<file path="config.mk">
export PLATFORM = sky130hd
export DESIGN_NAME = fir_xifu_regfile_sb
export DESIGN_NICKNAME = d
export VERILOG_FILES = /design/src/rtl/fir_xifu_pkg.sv /design/src/rtl/fir_xifu_sb_entry.sv /design/src/rtl/fir_xifu_regfile_sb.sv
export SDC_FILE = /design/constraint.sdc
export NUM_CORES = 1
export LEC_CHECK = 0
export CAP_MARGIN = 5
export CORE_MARGIN = 4
export CORE_UTILIZATION = 55
export DETAILED_ROUTE_END_ITERATION = 8
export MAX_ROUTING_LAYER = met4
export PLACE_DENSITY = 0.81
export SLEW_MARGIN = 25
export SYNTH_ARGS = -nofsm -noshare
export SYNTH_HDL_FRONTEND = slang
export SYNTH_SLANG_ARGS = --single-unit
</file>
<file path="constraint.sdc">
create_clock -name clk_i -period 7.87 [get_ports clk_i]
set_input_delay 1.9675 -clock clk_i [delete_from_list [all_inputs] [get_ports clk_i]]
set_output_delay 1.9675 -clock clk_i [all_outputs]
set_load 0.01 [all_outputs]
</file>
<file path="src/rtl/fir_xifu_pkg.sv">
// ============================================================================
// Module : fir_xifu_pkg
// Brief  : Shared types and defaults for the FIR XIFU scoreboarded register file
// Rev    : 1.0 - initial release
// ============================================================================
`default_nettype none

package fir_xifu_pkg;

    localparam int C_ID_W = 4;

    // Scoreboard view of one register at the default ID width
    typedef struct packed {
        logic              busy;
        logic [C_ID_W-1:0] id;
    } fir_xifu_sb_entry_t;

endpackage : fir_xifu_pkg

`default_nettype wire

</file>
<file path="src/rtl/fir_xifu_sb_entry.sv">
// ============================================================================
// Module : fir_xifu_sb_entry
// Brief  : One register slot: data, busy flag and owning ID with write/kill logic
// Rev    : 1.0 - initial release
// ============================================================================
`default_nettype none

module fir_xifu_sb_entry
    import fir_xifu_pkg::*;
#(
    parameter int DATA_W = 32,
    parameter int ID_W   = C_ID_W
) (
    input  logic              clk,
    input  logic              rst,
    input  logic              i_clear,
    input  logic              i_issue_set,
    input  logic [ID_W-1:0]   i_issue_id,
    input  logic              i_wb_we,
    input  logic [ID_W-1:0]   i_wb_id,
    input  logic [DATA_W-1:0] i_wb_data,
    input  logic              i_kill_valid,
    input  logic [ID_W-1:0]   i_kill_id,
    output logic [DATA_W-1:0] o_data,
    output logic              o_busy,
    output logic              o_busy_nxt,
    output logic              o_wb_match
);

    logic [DATA_W-1:0] r_data;
    logic              r_busy;
    logic [ID_W-1:0]   r_id;
    logic              w_busy_nxt;
    logic              w_wb_match;
    logic              w_kill_match;

    assign w_wb_match   = r_busy & (r_id == i_wb_id);
    assign w_kill_match = r_busy & i_kill_valid & (r_id == i_kill_id);

    // Issue only fires on an idle slot, so it never races a release here
    always_comb begin
        w_busy_nxt = r_busy;
        if (i_clear) begin
            w_busy_nxt = 1'b0;
        end else if (i_issue_set) begin
            w_busy_nxt = 1'b1;
        end else if ((i_wb_we && w_wb_match) || w_kill_match) begin
            w_busy_nxt = 1'b0;
        end
    end

    always_ff @(posedge clk or posedge rst) begin
        if (rst) begin
            r_data <= '0;
            r_busy <= 1'b0;
            r_id   <= '0;
        end else if (i_clear) begin
            r_data <= '0;
            r_busy <= 1'b0;
            r_id   <= '0;
        end else begin
            r_busy <= w_busy_nxt;
            if (i_wb_we) begin
                r_data <= i_wb_data;
            end
            if (i_issue_set) begin
                r_id <= i_issue_id;
            end
        end
    end

    assign o_data     = r_data;
    assign o_busy     = r_busy;
    assign o_busy_nxt = w_busy_nxt;
    assign o_wb_match = w_wb_match;

endmodule : fir_xifu_sb_entry

`default_nettype wire

</file>
<file path="src/rtl/fir_xifu_regfile_sb.sv">
// ============================================================================
// Module : fir_xifu_regfile_sb
// Brief  : XIFU register file with write bypass and per-register ID scoreboard
// Rev    : 1.0 - initial release
// ============================================================================
`default_nettype none

module fir_xifu_regfile_sb
    import fir_xifu_pkg::*;
#(
    parameter int NB_REGS     = 4,
    parameter int DATA_W      = 32,
    parameter int NB_RD_PORTS = 3,
    parameter int ID_W        = C_ID_W,
    parameter int RA_W        = $clog2(NB_REGS),
    parameter int NB_W        = $clog2(NB_REGS + 1)
) (
    input  logic                                clk_i,
    input  logic                                rst_i,
    input  logic                                clear_i,
    input  logic                                issue_valid_i,
    input  logic [RA_W-1:0]                     issue_rd_i,
    input  logic [ID_W-1:0]                     issue_id_i,
    output logic                                issue_ready_o,
    input  logic [NB_RD_PORTS-1:0][RA_W-1:0]    rd_addr_i,
    output logic [NB_RD_PORTS-1:0][DATA_W-1:0]  rd_data_o,
    output logic [NB_RD_PORTS-1:0]              rd_busy_o,
    input  logic                                wb_valid_i,
    input  logic [RA_W-1:0]                     wb_rd_i,
    input  logic [ID_W-1:0]                     wb_id_i,
    input  logic [DATA_W-1:0]                   wb_data_i,
    input  logic                                kill_valid_i,
    input  logic [ID_W-1:0]                     kill_id_i,
    output logic [NB_REGS-1:0]                  busy_o,
    output logic [NB_W-1:0]                     nb_busy_o,
    output logic                                wb_err_o
);

    localparam int C_SLOTS = 2 ** RA_W;

    logic [DATA_W-1:0]  w_data [C_SLOTS];
    logic [C_SLOTS-1:0] w_busy;
    logic [C_SLOTS-1:0] w_busy_nxt;
    logic [C_SLOTS-1:0] w_wb_match;
    logic               w_issue_fire;
    logic [NB_W-1:0]    w_pop_nxt;
    logic [NB_W-1:0]    r_nb_busy;
    logic               r_wb_err;

    assign issue_ready_o = ~w_busy[issue_rd_i];
    assign w_issue_fire  = issue_valid_i & ~w_busy[issue_rd_i];

    for (genvar g = 0; g < NB_REGS; g++) begin : g_entry
        fir_xifu_sb_entry #(
            .DATA_W (DATA_W),
            .ID_W   (ID_W)
        ) u_entry (
            .clk          (clk_i),
            .rst          (rst_i),
            .i_clear      (clear_i),
            .i_issue_set  (w_issue_fire && (issue_rd_i == RA_W'(g))),
            .i_issue_id   (issue_id_i),
            .i_wb_we      (wb_valid_i && (wb_rd_i == RA_W'(g))),
            .i_wb_id      (wb_id_i),
            .i_wb_data    (wb_data_i),
            .i_kill_valid (kill_valid_i),
            .i_kill_id    (kill_id_i),
            .o_data       (w_data[g]),
            .o_busy       (w_busy[g]),
            .o_busy_nxt   (w_busy_nxt[g]),
            .o_wb_match   (w_wb_match[g])
        );
    end : g_entry

    // Unpopulated address slots read as an idle zero register
    if (NB_REGS < C_SLOTS) begin : g_pad
        for (genvar g = NB_REGS; g < C_SLOTS; g++) begin : g_slot
            assign w_data[g]     = '0;
            assign w_busy[g]     = 1'b0;
            assign w_busy_nxt[g] = 1'b0;
            assign w_wb_match[g] = 1'b0;
        end : g_slot
    end : g_pad

    for (genvar p = 0; p < NB_RD_PORTS; p++) begin : g_rd_port
        logic w_hit;
        assign w_hit        = wb_valid_i && (wb_rd_i == rd_addr_i[p]);
        assign rd_data_o[p] = w_hit ? wb_data_i : w_data[rd_addr_i[p]];
        assign rd_busy_o[p] = w_busy[rd_addr_i[p]] & ~(w_hit & w_wb_match[rd_addr_i[p]]);
    end : g_rd_port

    always_comb begin
        w_pop_nxt = '0;
        for (int i = 0; i < NB_REGS; i++) begin
            w_pop_nxt = w_pop_nxt + NB_W'(w_busy_nxt[i]);
        end
    end

    always_ff @(posedge clk_i or posedge rst_i) begin
        if (rst_i) begin
            r_nb_busy <= '0;
            r_wb_err  <= 1'b0;
        end else if (clear_i) begin
            r_nb_busy <= '0;
            r_wb_err  <= 1'b0;
        end else begin
            r_nb_busy <= w_pop_nxt;
            if (wb_valid_i && !w_wb_match[wb_rd_i]) begin
                r_wb_err <= 1'b1;
            end
        end
    end

    assign busy_o    = w_busy[NB_REGS-1:0];
    assign nb_busy_o = r_nb_busy;
    assign wb_err_o  = r_wb_err;

endmodule : fir_xifu_regfile_sb

`default_nettype wire

</file>
==> results of run 1 <==
[per-stage QoR]
step           hold slack (ps)  setup slack [ps]  utilization  power, mW  std cells
2_1_floorplan              516              1810            -       1.12        974
3_3_place_gp               518              1060        0.644       1.29       1326
3_5_place_dp               533               989        0.644       1.30       1326
4_1_cts                    554               964        0.678       2.18       1358
5_1_grt                    570               790        0.678       2.26       1358
6_report                   553               972        0.678       2.18       1358
[tightest hold or removal path: cells and delay by family (launching register included)]
family           cells  cell delay [ps]
flip-flops           1              390
AND/OR/NAND/NOR      1               60
AO/OA/AOI/OAI        1               60
[layout make-up]
type,instances,area [sq um],share of cell area
Clock buffer,21,480,0.0373
Clock inverter,11,168,0.0130
Inverter,4,20.0,0.00155
Multi-Input combinational cell,730,6360,0.493
Sequential cell,152,3800,0.295
Tap cell,260,325,0.0252
Timing Repair Buffer,180,1740,0.135
[synthesized netlist by cell type (all sizes together), types with 7 or more instances]
| library cell | number |
|---|---|
| nor2 | 22 |
| xor2 | 16 |
| buf | 63 |
| nor2b | 10 |
| mux4 | 97 |
| o21ai | 7 |
| dfrtp | 152 |
| nand3 | 10 |
| a21oi | 132 |
| nand2 | 263 |
| clkbuf | 25 |
| xnor2 | 22 |
| mux2 | 96 |
| mux2i | 16 |
[power by group]
part           switching, mW  internal [mW]  leakage [nW]  total, mW
registers             0.0267          0.807          2.09      0.834
clock network          0.330          0.564         0.315      0.894
logic                  0.223          0.228          2.95      0.450
[layer usage]
layer / part of all wire / GRT usage
met4: 0.031 / 0.115
met3: 0.077 / 0.0478
met1: 0.38 / 0.351
met5: 0 / -
met2: 0.52 / 0.481
[sequential cells by signal (all words and copies together) (netlist names)]
signal and flops:
g_entry.u_entry.o_busy 4, g_entry.u_entry.o_data 128, g_entry.u_entry.r_id 16, nb_busy_o 3, wb_err_o 1
[worst paths after layout]
path                                                    start                       endpoint  slack, ps
worst max-delay path                               wb_rd_i[0]                   rd_busy_o[0]        970
worst max register to register     g_entry[1].u_entry.r_id[3]                   nb_busy_o[1]       5050
worst min register to register  g_entry[3].u_entry.o_data[28]  g_entry[3].u_entry.o_data[28]        550
min in group asynchronous                               rst_i  g_entry[2].u_entry.o_data[27]       2080
max in group asynchronous                               rst_i   g_entry[0].u_entry.o_data[9]       4460
worst min-delay path            g_entry[3].u_entry.o_data[28]  g_entry[3].u_entry.o_data[28]        550
[cells by family (layout without fill, tap and decap cells)]
group	count (synthesis)	in the layout	share of synthesized area
multiplexers	209	209	0.344
buffers and inverters	92	216	0.0604
adder cells (fa/ha/maj)	3	3	0.00417
AND/OR/NAND/NOR	326	326	0.129
XOR/XNOR	38	38	0.0350
flip-flops	152	152	0.353
AO/OA/AOI/OAI	154	154	0.0755
==> impl_results.md, run 1 <==
- Status: finished, final reports clean
- Critical path arrival: 4930 ps
- Setup CP Type: primary input to output pin
- Drt pass-1 iters: 5
- Synth Net Count: 1037
- Crit path depth: 6
- CP max-delay cell: clkdlybuf4s50_1
- Worst path bufs/invs: 2
- Hold Vio Cnt, Final: 0
- Type of origin of the critical path: primary input
- Max Cap Viol: 0
- Initial antenna violation count: 0
- Core area: 0.0190 sq mm
- Layout Area Growth over Synthesis: 19.5%
- Final-report max-slew violation count: 0
- Fill count: 1419
- Final worst path period share: 0.877
- Layout cell share with drive strength beyond 1: 0.210
- Number of synthesized flops with an enable pin: 0
- Total gr overflow: 0
- Vias in the first global route: 8904
- Drt wl/cell: 22.1 microns
- Post-CTS Setup Bufs: 0
- DR iter-0 viols: 836
- Routed Antenna Nets: 0
- Pwr dens: 169 mW/mm^2
- Largest net degree at the start of global routing: 112
- Netlist Area Pre-Place: 0.0108 sq mm
- Core Rows: 50
- Commonest cells after routing, fill and taps aside: nand2_1, clkdlybuf4s50_1, dfrtp_1
- Share of the synthesized area in the top cell type: 0.353
- Post-cts resize count: 0
- I/O pin count: 168
- Clock Latency Late Sink: 430 ps
- CP Capture Type: output pin
- Number of diodes: 0
- First-pass GRT wire length: 48.1 mm
- Largest delay contributor family on the critical path: buffers and inverters
- RSZ-0062 raised after global routing: no
- Vias: 8564
- Initial Utilization: 0.567
- CTS max path bufs: 2
- Crit path cell chain: clkdlybuf4s50_1, xnor2_2, nand3_4, o211ai_1, a32oi_1, clkdlybuf4s50_1
- Tightest Pin Transition: 1020 ps
- CTS tree: yes
- R2R depth: 9
- Netlist cell types: 44
- Die Area: 0.0219 sq mm
- Final setup violation count: 0
- Placer congestion estimate: 0.885
- CP required: 5900 ps
- Critical path peak fanout: 35
- Avg Vias per Cell: 6.31
- Crit path time final: 6900 ps
- PortBufs: 167
- Final instance area: 0.0129 sq mm
- Largest cells by area after synthesis: dfrtp_1, mux4_2, nand2_1
- Yosys reg bits: 152
- Maximum clock rate: 145 MHz
- Hpwl dp: 18.2 mm
- GRT Overall Usage: 0.287
- Top cell type by total area after synthesis: dfrtp_1
- Peak supply drop: 0.168 mV
- Most common cell on crit path: clkdlybuf4s50_1
- DIE WIDTH: 148 microns
- Slew HR: 0.316
- Clk sinks: 152
- Area after DPL: 0.0122 sq mm
- Worst Hold Class: register to register
- Async SR Flop Fraction: 1.00
- Synth Warn #: 0
- Clk_skew: 4.66 ps
- Die Ht: 148 microns
- Clk slew on worst S/H paths: 60 ps
- H-tree depth: 4
- Mean Syn Cell Area: 11.1 sq um
- Sequential share of the synthesized area: 0.353
- Top_reg_cell synth: dfrtp_1
- Root Driver: clkbuf_16
- Hold path depth: 2
- Most common cell after layout, fill and taps aside: nand2_1
- Drt total wl: 30.0 mm
- Slowest stage delay, CP: 810 ps
- Residual DRC count: 0
- NumNets Final: 1148
- Setup TNS: 0 ps
- Static Leak: 5.36 nW
- Num CTS Buffers: 17
- Post-Synthesis Cells: 974
- CTS Hold Bufs: 0
Power figures use the tool's default switching activity.
==> run 2, diff against run 1 <==
- SKIP_LAST_GASP: not set -> 1
==> results of run 2 <==
Same layout as run 1: the final DEF is identical, and so are final timing and power.
==> run 3, diff against run 2 <==
- CAP_MARGIN: 5 -> 20
==> results of run 3 <==
Same layout as run 1: the final DEF is identical, and so are final timing and power.
